[src/rtl/input_conditioner_if.sv]
// Signal bundle between a raw-level source and the input conditioner.
// The master drives the raw level. The slave (the conditioner) returns the clean
// level, the edge pulses and the rising-edge count.
`timescale 1ns/100ps
interface input_conditioner_if #(
  parameter int CNT_W = 8
);
  logic             data_in;
  logic             data_out;
  logic             rise;
  logic             fall;
  logic [CNT_W-1:0] rise_count;

  modport master (
    output data_in,
    input  data_out,
    input  rise,
    input  fall,
    input  rise_count
  );

  modport slave (
    input  data_in,
    output data_out,
    output rise,
    output fall,
    output rise_count
  );
endinterface

[src/rtl/input_conditioner.sv]
// Input conditioner. It synchronises a raw asynchronous level into clk, then
// debounces it. It emits the clean level plus registered one-cycle rise/fall
// pulses, and counts accepted rising edges (the count wraps).
`timescale 1ns/100ps
module input_conditioner #(
  parameter int   SYNC_STAGES     = 2,
  parameter int   DEBOUNCE_CYCLES = 4,
  parameter logic RESET_LEVEL     = 1'b0,
  parameter int   CNT_W           = 8
) (
  input logic             clk,
  input logic             reset_n,
  input_conditioner_if.slave bus
);

  // Debounce counter width. It is at least one bit, so DEBOUNCE_CYCLES=1 still has a legal vector.
  localparam int CNT_BITS = (DEBOUNCE_CYCLES > 1) ? $clog2(DEBOUNCE_CYCLES) : 1;
  localparam logic [CNT_BITS-1:0] CNT_MAX = CNT_BITS'(DEBOUNCE_CYCLES - 1);

  if (SYNC_STAGES < 1) begin : g_bad_sync
    $error("input_conditioner: SYNC_STAGES must be >= 1");
  end
  if (DEBOUNCE_CYCLES < 1) begin : g_bad_deb
    $error("input_conditioner: DEBOUNCE_CYCLES must be >= 1");
  end

  logic [SYNC_STAGES-1:0] sync_q;
  logic                   s;
  logic [CNT_BITS-1:0]    cnt_q, cnt_d;
  logic                   out_q, out_d;
  logic                   rise_q, rise_d;
  logic                   fall_q, fall_d;
  logic [CNT_W-1:0]       count_q, count_d;

  // The synchroniser is a plain shift chain with no logic between stages.
  if (SYNC_STAGES == 1) begin : g_sync1
    // Single-flop synchroniser.
    always_ff @(posedge clk or negedge reset_n) begin
      if (!reset_n) sync_q <= RESET_LEVEL;
      else          sync_q <= bus.data_in;
    end
  end else begin : g_syncn
    // Multi-flop synchroniser. sync_q[0] takes the raw level.
    always_ff @(posedge clk or negedge reset_n) begin
      if (!reset_n) sync_q <= {SYNC_STAGES{RESET_LEVEL}};
      else          sync_q <= {sync_q[SYNC_STAGES-2:0], bus.data_in};
    end
  end

  assign s = sync_q[SYNC_STAGES-1];

  // Debounce decision. The output accepts s only after DEBOUNCE_CYCLES
  // consecutive mismatching edges. Any match in between clears the run.
  always_comb begin
    cnt_d   = '0;
    out_d   = out_q;
    rise_d  = 1'b0;
    fall_d  = 1'b0;
    count_d = count_q;
    if (s != out_q) begin
      if (cnt_q == CNT_MAX) begin
        out_d  = s;
        rise_d = s;
        fall_d = ~s;
        cnt_d  = '0;
      end else begin
        cnt_d = cnt_q + CNT_BITS'(1);
      end
    end
    if (rise_d) count_d = count_q + CNT_W'(1);
  end

  // State and output registers. Reset forces no pulse and zero count, so
  // releasing reset never produces an edge by itself.
  always_ff @(posedge clk or negedge reset_n) begin
    if (!reset_n) begin
      cnt_q   <= '0;
      out_q   <= RESET_LEVEL;
      rise_q  <= 1'b0;
      fall_q  <= 1'b0;
      count_q <= '0;
    end else begin
      cnt_q   <= cnt_d;
      out_q   <= out_d;
      rise_q  <= rise_d;
      fall_q  <= fall_d;
      count_q <= count_d;
    end
  end

  assign bus.data_out   = out_q;
  assign bus.rise       = rise_q;
  assign bus.fall       = fall_q;
  assign bus.rise_count = count_q;

endmodule

[src/flat_wrapper.sv]
// flat-port wrapper written by rule: the top's interface ports become plain ports
module input_conditioner_flat 
#(
  parameter int   SYNC_STAGES     = 2,
  parameter int   DEBOUNCE_CYCLES = 4,
  parameter logic RESET_LEVEL     = 1'b0,
  parameter int   CNT_W           = 8
)
  (clk, reset_n, bus_data_in, bus_data_out, bus_rise, bus_fall, bus_rise_count);
  input_conditioner_if #(.CNT_W(CNT_W)) bus_i ();
  input logic clk;
  input logic reset_n;
  input wire logic [$bits(bus_i.data_in)-1:0] bus_data_in;
  output wire logic [$bits(bus_i.data_out)-1:0] bus_data_out;
  output wire logic [$bits(bus_i.rise)-1:0] bus_rise;
  output wire logic [$bits(bus_i.fall)-1:0] bus_fall;
  output wire logic [$bits(bus_i.rise_count)-1:0] bus_rise_count;
  assign bus_i.data_in = bus_data_in;
  assign bus_data_out = bus_i.data_out;
  assign bus_rise = bus_i.rise;
  assign bus_fall = bus_i.fall;
  assign bus_rise_count = bus_i.rise_count;
  input_conditioner #(.SYNC_STAGES(SYNC_STAGES), .DEBOUNCE_CYCLES(DEBOUNCE_CYCLES), .RESET_LEVEL(RESET_LEVEL), .CNT_W(CNT_W)) u_core (.clk(clk), .reset_n(reset_n), .bus(bus_i));
endmodule
[config.mk]
export PLATFORM = sky130hd
export DESIGN_NAME = input_conditioner_flat
export DESIGN_NICKNAME = d
export VERILOG_FILES = /design/src/rtl/input_conditioner_if.sv /design/src/rtl/input_conditioner.sv /design/src/flat_wrapper.sv
export SDC_FILE = /design/constraint.sdc
export NUM_CORES = 1
export LEC_CHECK = 0
export ABC_CLOCK_PERIOD_IN_PS = 2500
export CAP_MARGIN = 25
export CORE_AREA = 2 2 39 41
export CTS_CLUSTER_DIAMETER = 200
export DETAILED_ROUTE_END_ITERATION = 16
export DIE_AREA = 0 0 41 43
export HOLD_SLACK_MARGIN = 0.1
export PLACE_DENSITY = 0.8
export SETUP_SLACK_MARGIN = 0.15
export SLEW_MARGIN = 10
export SYNTH_ARGS = -nofsm -noshare
export SYNTH_HDL_FRONTEND = slang
export SYNTH_SLANG_ARGS = --single-unit
export TNS_END_PERCENT = 10
[constraint.sdc]
create_clock -name clk -period 2.5 [get_ports clk]
set_input_delay 0.5 -clock clk [delete_from_list [all_inputs] [get_ports clk]]
set_output_delay 0.5 -clock clk [all_outputs]
set_load 0.05 [all_outputs]
==> metrics.yaml <==
cp_slowest_cell: "clkdlybuf4s50_1"
clkTransAtPathRegs_ns: 0.09
crit_family: "buffers and inverters"
register_area_sq_um: 375
top_layer: "met4"
route.met2.wl_um: 466
syn-mean-instance-area_sq_um: 14.3
finalWorstPathRequiredPeriod_ns: 2.08
drtIter0Drc: 8
num_antenna_cells: 0
r2r-start: "u_core.cnt_q[0]"
dpl.hpwl_um: 709
cts_buffer_depth: 2
startpoint: "u_core.bus.rise_count[3]"
antenna_found_initial: 0
via_count: 386
final_max_slew_viol_count: 0
synth_common_cells: "15 x dfrtp_1, 4 x xnor2_1, 4 x xor2_1, 3 x nand3_1"
place_area_sq_um: 752
tns_ns: 0
cp-start-kind: "register"
path_cells: "clkdlybuf4s50_1"
worst_setup_path_end_kind: "primary output"
synthCells: 42
synth.largest_area_cell: "dfrtp_1"
fp.dieW_um: 41
drive_above_1_share_pct: 13.6
htreeDepth: 1
hold_end: "u_core.sync_q[1]"
rrSetupSlack_ns: 1.18
post-route-drc-count: 0
synth_top_area_share_pct: 62.4
design_area_sq_um: 779
ys_seq_area_share_pct: 62.4
async_flop_share_pct: 100
wirelength_um: 929
r2r-end: "u_core.bus.rise_count[4]"
worstPathRequired_ns: 2.00
wl_per_cell_um: 12.4
setup-violations-final: 0
max-slew-margin-rel_pct: 56.5
synth_top_flop_cell: "dfrtp_1"
finalCritPeriodShare_pct: 83.4
worstSetupPathType: "register to primary output"
grt_pass1_wl_um: 1700
synth-edff-count: 0
nets: 65
p_leak_nw: 0.390
hold_viol: 0
fillers: 116
syn_nets: 47
ios: 14
initial_core_util_pct: 43.5
clkSinkCount: 15
finClkSkew_ns: 0.00329
met3_length_um: 66
portBuffers: 13
clockRootBuffer: "clkbuf_4"
grt_setup_unrepaired: "no"
cts_tree: "yes"
ctsHoldBuffers: 0
viasPerCell: 5.15
routedLengthMet1_um: 388
syn_area_sq_um: 602
worstMarginPinSlew_ns: 0.650
ir_drop_uv: 702
die_y_um: 43
timing.final.ws_setup_ns: 0.416
critPathBufInv: 1
core-area_sq_um: 1380
gr-total-overflow: 0
die_area_sq_um: 1760
hold_path_class: "register to register"
syn2layout_area_growth_pct: 29.5
cts_buffers: 3
yosys_warnings: 0
critPathMaxFanout: 6
multi_input_area_sq_um: 223
cts_resized: 0
clock_latency_ns: 0.28
hp-start: "u_core.sync_q[0]"
synth.distinct_cells: 17
num_rows: 14
synth_top_cells_by_area: "dfrtp_1 62%, xnor2_1 5.8%, xor2_1 5.8%, ha_1 4.2%, mux2_1 3.7%"
final_antenna_net_count: 0
clock.fmax_mhz: 480
routabilityCongestion: 0.703
arrival_ns: 1.58
dpl_worst_slack_ns: 0.735
grt_max_degree: 16
status: "completed"
power.density_nw_per_um2: 911
cts_setup_buffers: 0
drv_cap: 0
max_stage_delay_ns: 0.85
min_path_cells: 0
reg2reg_depth: 4
synth-seq-cells: 15
grt_pass1_vias: 381
first_pass_iters: 4
yosysMostFrequentCell: "dfrtp_1"
grt_use_total_pct: 13.8
[cells in the final DEF (no fill, tap or decap), types with 2 or more instances in the layout]
| master | n |
|---|---|
| clkdlybuf4s50_1 | 13 |
| xnor2_1 | 4 |
| nor3_2 | 2 |
| nand3_1 | 3 |
| clkbuf_4 | 3 |
| mux2_1 | 2 |
| ha_1 | 2 |
| xor2_1 | 4 |
| dfrtp_1 | 15 |
[per-layer routing]
layer | up-vias | track usage [%]
li1 | 179 | -
met1 | 192 | 20.8
met2 | 13 | 19.7
met3 | 2 | 4.71
met4 | 0 | 2.00
met5 | - | 0
[flip-flops by register name, summed over array words and instances, names as in the netlist]
register	flops
u_core.sync_q	2
u_core.bus.fall	1
u_core.bus.rise	1
u_core.bus.rise_count	8
u_core.cnt_q	2
u_core.bus.data_out	1
[final cells by class]
cell class              count  share of cell area [%]
clock buffers               3                    2.89
clock inverters             1                   0.642
inverters                   1                   0.482
multi-input cells          26                    28.6
flip-flops and latches     15                    48.2
well taps                  16                    2.57
repair buffers             13                    16.7
[per-stage QoR]
stage                     hold WS, ns  instances  total power, mW  util [%]
after floorplan                 0.204         42            0.495         -
after global placement          0.334         71            0.571      54.3
after detailed placement        0.335         71            0.584      54.3
after CTS                       0.356         75            0.719      56.3
after global routing            0.384         75            0.751      56.3
final                           0.354         75            0.710      56.3
[worst max path at each step]
stage | end | depth (start not counted) | slack (ns)
floorplan | u_core.bus.rise_count[4] | 4 | 1.00
global placement | bus_rise_count[3] | 1 | 0.75
detailed placement | bus_rise_count[3] | 1 | 0.73
CTS | bus_rise_count[3] | 1 | 0.42
global route | bus_data_out | 1 | 0.38
finish | bus_rise_count[3] | 1 | 0.42
[power by group]
| group | switching (mW) | internal [mW] |
|---|---|---|
| clock | 0.0766 | 0.0593 |
| combinational | 0.148 | 0.0971 |
| sequential | 0.0439 | 0.285 |
| total | 0.268 | 0.442 |
[logic make-up after synthesis]
| family | after synthesis | share of synthesized area, % |
|---|---|---|
| DFF | 15 | 62.4 |
| and+or+nand+nor | 14 | 17.5 |
| xor gates and xnor gates | 8 | 11.6 |
| muxes | 2 | 3.74 |
| adders and majority gates | 2 | 4.16 |
| buffers and inverters | 1 | 0.623 |
No activity file was read; power rests on OpenSTA's default activity.
==> RTL edit 1: new RTL, config.mk and constraints unchanged <==
Make the reset (`reset_n`) synchronous in 3 clocked blocks. Comments in the files are not updated.
--- a/src/rtl/input_conditioner.sv
+++ b/src/rtl/input_conditioner.sv
@@ -35,13 +35,13 @@
   // The synchroniser is a plain shift chain with no logic between stages.
   if (SYNC_STAGES == 1) begin : g_sync1
     // Single-flop synchroniser.
-    always_ff @(posedge clk or negedge reset_n) begin
+    always_ff @(posedge clk) begin
       if (!reset_n) sync_q <= RESET_LEVEL;
       else          sync_q <= bus.data_in;
     end
   end else begin : g_syncn
     // Multi-flop synchroniser. sync_q[0] takes the raw level.
-    always_ff @(posedge clk or negedge reset_n) begin
+    always_ff @(posedge clk) begin
       if (!reset_n) sync_q <= {SYNC_STAGES{RESET_LEVEL}};
       else          sync_q <= {sync_q[SYNC_STAGES-2:0], bus.data_in};
     end
@@ -72,7 +72,7 @@
 
   // State and output registers. Reset forces no pulse and zero count, so
   // releasing reset never produces an edge by itself.
-  always_ff @(posedge clk or negedge reset_n) begin
+  always_ff @(posedge clk) begin
     if (!reset_n) begin
       cnt_q   <= '0;
       out_q   <= RESET_LEVEL;
Behaviour: differs if reset_n is asserted again (counterexample within 10 cycles, from zero or initial values and one cycle with reset_n low); with reset_n held inactive, the same outputs for 10 cycles.
==> RTL edit 1 against the unedited design <==
Critical path depth is the same. Via count grew 18%. Wire length grew 0.54%. Final area shrank 2.6%. Cell count grew 17%. Utilization shrank 1.4 points. Synthesized area shrank 2.7%. Sequential cell count is the same. Worst setup slack gained 34 ps.
Power is not compared: it rests on default switching activity, and its combinational part moved more than twofold at a synthesized area within 25%.
==> RTL edit 1: results (changes against the unedited design) <==
first-pass GRT wire length=1620 µm (-4.5%); dpl cells=84 (+18%); share of layout cells above drive strength 1=0.111 (-0.0245); post-synthesis sequential area ratio=0.513 (-0.111); vias in the first global route=395 (+3.7%); GRT met3 Usage=0.0314 (-0.0157); outcome=complete, no violations; Distinct cells, synth=21 (+4); post-synth net total=61 (+30%); grt met2 use=0.178 (-0.0187); Vias per Instance=5.16 (+0.24%); metal3 WL=38 µm (-42%); final wirelength=934 µm (+0.54%); dominant synthesized flop cell=dfxtp_1; met1 wire length=455 µm (+17%); Async S/R FF share, synth=0 (-1.00); synth top area cells=dfxtp_1 (51%), xor2_1 (4.5%), a21oi_1 (4.3%); most instantiated cells after synthesis=dfxtp_1 (15), a21oi_1 (5), nor2_1 (5); largest net degree at the start of global routing=12 (-4); Nets=78 (+20%); Synth Instances=56 (+33%); WL met2=440 µm (-5.6%); initial DRC count=17 (+9); top sig layer=met3; critical path peak fanout=7 (+1); crit path DAT=1550 ps (-30 ps); Final Skew=8.42 ps (+5.13 ps); DP Worst Slack=772 ps (+36.8 ps)
-- RTL edit 1: changes by cell type after synthesis, moves of 3 or more --
cell	change
xnor2_1	-4
a21oi_1	+5
dfxtp_1	+15
dfrtp_1	-15
nor2_1	+4
o21ai_0	+3
-- RTL edit 1: cells by family (layout without fill, tap and decap cells) --
| family | count (synthesis) | after routing | share of synthesized area |
|---|---|---|---|
| mux | 2 | 2 | 0.0342 |
| fa+ha+maj | 2 | 2 | 0.0427 |
| compound gates | 10 | 10 | 0.0940 |
| simple gates | 22 | 22 | 0.259 |
| flops | 15 | 15 | 0.513 |
| buf+inv | 2 | 18 | 0.0128 |
| xor+xnor | 3 | 3 | 0.0449 |
-- RTL edit 1: final cells by class --
cell class | instances | area (µm²)
fillers | 127 | 624
flip-flops and latches | 15 | 300
multi-input cells | 39 | 278
repair buffers | 13 | 130
clock buffers | 3 | 22.5
well taps | 16 | 20.0
clock inverters | 1 | 5.00
inverters | 1 | 3.75
-- RTL edit 1: final timing paths --
| check | start | to | slack, ps | cells past startpoint |
|---|---|---|---|---|
| hold / removal | u_core.sync_q[0]$_SDFF_PN0_ | u_core.sync_q[1]$_SDFF_PN0_ | 440 | 1 |
| setup / recovery | u_core.bus.rise_count[3]$_SDFFE_PN0P_ | bus_rise_count[3] | 450 | 1 |
| setup reg to reg | u_core.cnt_q[0]$_SDFF_PP0_ | u_core.bus.rise_count[5]$_SDFFE_PN0P_ | 930 | 4 |
| hold reg to reg | u_core.sync_q[0]$_SDFF_PN0_ | u_core.sync_q[1]$_SDFF_PN0_ | 440 | 1 |
-- RTL edit 1: power breakdown --
part / internal [mW] / switching, mW / total, mW
sequential: 0.241 / 0.00149 / 0.242
combinational: 0.00440 / 0.00430 / 0.00870
clock: 0.0593 / 0.0781 / 0.137
==> RTL edit 2: new RTL, same flow settings <==
Without the edit above. `RESET_LEVEL` is set to 1'b0 in 2 places; all go to 1'b1.
--- a/src/rtl/input_conditioner.sv
+++ b/src/rtl/input_conditioner.sv
@@ -5,7 +5,7 @@
 module input_conditioner #(
   parameter int   SYNC_STAGES     = 2,
   parameter int   DEBOUNCE_CYCLES = 4,
-  parameter logic RESET_LEVEL     = 1'b0,
+  parameter logic RESET_LEVEL     = 1'b1,
   parameter int   CNT_W           = 8
 ) (
   input logic             clk,
--- a/src/flat_wrapper.sv
+++ b/src/flat_wrapper.sv
@@ -3,7 +3,7 @@
 #(
   parameter int   SYNC_STAGES     = 2,
   parameter int   DEBOUNCE_CYCLES = 4,
-  parameter logic RESET_LEVEL     = 1'b0,
+  parameter logic RESET_LEVEL     = 1'b1,
   parameter int   CNT_W           = 8
 )
   (clk, reset_n, bus_data_in, bus_data_out, bus_rise, bus_fall, bus_rise_count);
Behaviour: not the same (Yosys sat finds a counterexample within 4 cycles, from zero or initial values and one cycle with reset_n low).
==> RTL edit 2 against the unedited design <==
Sequential cell count unchanged. Final area increased by 0.32%. Wire length decreased by 5.2%. Cell count unchanged. Worst setup slack got worse by 74 ps. Via count decreased by 5.7%. Synthesized area increased by 0.62%. Total power increased by 0.64%. Die area unchanged.
==> RTL edit 2: results (changes against the unedited design) <==
DP Area=756 µm² (+0.50%); routability cong.=0.734 (+4.3%); ClkCell Share=0.0336 (-0.00171); outcome=complete, no violations; Final Skew=6.32 ps (+3.03 ps); TritonCTS buffer count=3 (unchanged); share of layout cells above drive strength 1=0.169 (+0.0339); mux cell area share after synthesis=0.0372 (-0.000232); drt pass-1 iters=3 (-1); Critical Path Max Stage Delay=810 ps (-40 ps); synth top area cells=dfrtp_1 (50%), dfstp_2 (13%), xnor2_1 (5.8%); vias=364 (-5.7%); Distinct cells, synth=18 (+1); critical path endpoint=bus_data_out; DP Worst Slack=644 ps (-91.3 ps); initial DRC count=4 (-4); most instantiated cells after synthesis=dfrtp_1 (12), xnor2_1 (4), xor2_1 (4); post-synthesis sequential area ratio=0.626 (+0.00233); initial antenna violation count=0 (unchanged); fmax=463 MHz (-3.4%); post-synthesis adder-cell area fraction=0.0413 (-0.000258); Static Leakage=0.383 nW (-1.7%); VDD IR-drop max=0.644 mV (-8.2%); Layout area overhead=29.1%; xor/xnor share of the synthesized area=0.116 (-0.000722); Seq/total area=0.485 (+0.00326); vias in the first global route=316 (-17%); Filler Cell Count=111 (-4.3%); FFs & Latches=15 (unchanged); worst setup path startpoint=u_core.bus.data_out$_DFFE_PN1P_; Worst R2R End=u_core.bus.rise_count[6]$_DFFE_PN0P_; gr usage total=0.137 (-0.00174); worst-margin pin slew=613 ps (-36.9 ps); crit path DAT=1660 ps (+80 ps); final-layout non-clock buffer area share=0.166 (-0.000534)
## RTL edit 2: worst min path at each step
stage                                          start                         end  slack (ps)  depth (start not counted)
after floorplan                              reset_n   u_core.bus.fall$_DFF_PN0_         200                          0
after global placement    u_core.sync_q[0]$_DFF_PN1_  u_core.sync_q[1]$_DFF_PN1_         350                          0
after detailed placement  u_core.sync_q[0]$_DFF_PN1_  u_core.sync_q[1]$_DFF_PN1_         350                          0
after CTS                 u_core.sync_q[0]$_DFF_PN1_  u_core.sync_q[1]$_DFF_PN1_         360                          0
after global routing      u_core.sync_q[0]$_DFF_PN1_  u_core.sync_q[1]$_DFF_PN1_         370                          0
final                     u_core.sync_q[0]$_DFF_PN1_  u_core.sync_q[1]$_DFF_PN1_         360                          0
## RTL edit 2: logic make-up after synthesis
logic type,after synthesis
buf+inv,1
simple gates,14
flops,15
fa+ha+maj,2
mux,2
xor+xnor,8
## RTL edit 2: where the power goes
| part | leakage [nW] | switching (mW) | total (mW) | internal, mW |
|---|---|---|---|---|
| Clock | 0.0150 | 0.0728 | 0.135 | 0.0619 |
| Combinational | 0.174 | 0.146 | 0.243 | 0.0970 |
| Sequential | 0.194 | 0.0435 | 0.337 | 0.293 |
| Total | 0.383 | 0.262 | 0.714 | 0.452 |
## RTL edit 2: worst reg2reg max path, cell delays in order (launching register included)
cell and delay [ps]:
dfrtp_1 380, ha_1 290, and4b_1 300, nand3_1 110, xnor2_1 140
## RTL edit 2: routing by layer
layer,GRT usage,up-vias,share of wire
li1,-,179,-
met1,0.167,173,0.42
met2,0.172,8,0.49
met4,0.140,0,0.037
met3,0.0471,4,0.049
met5,0,-,0
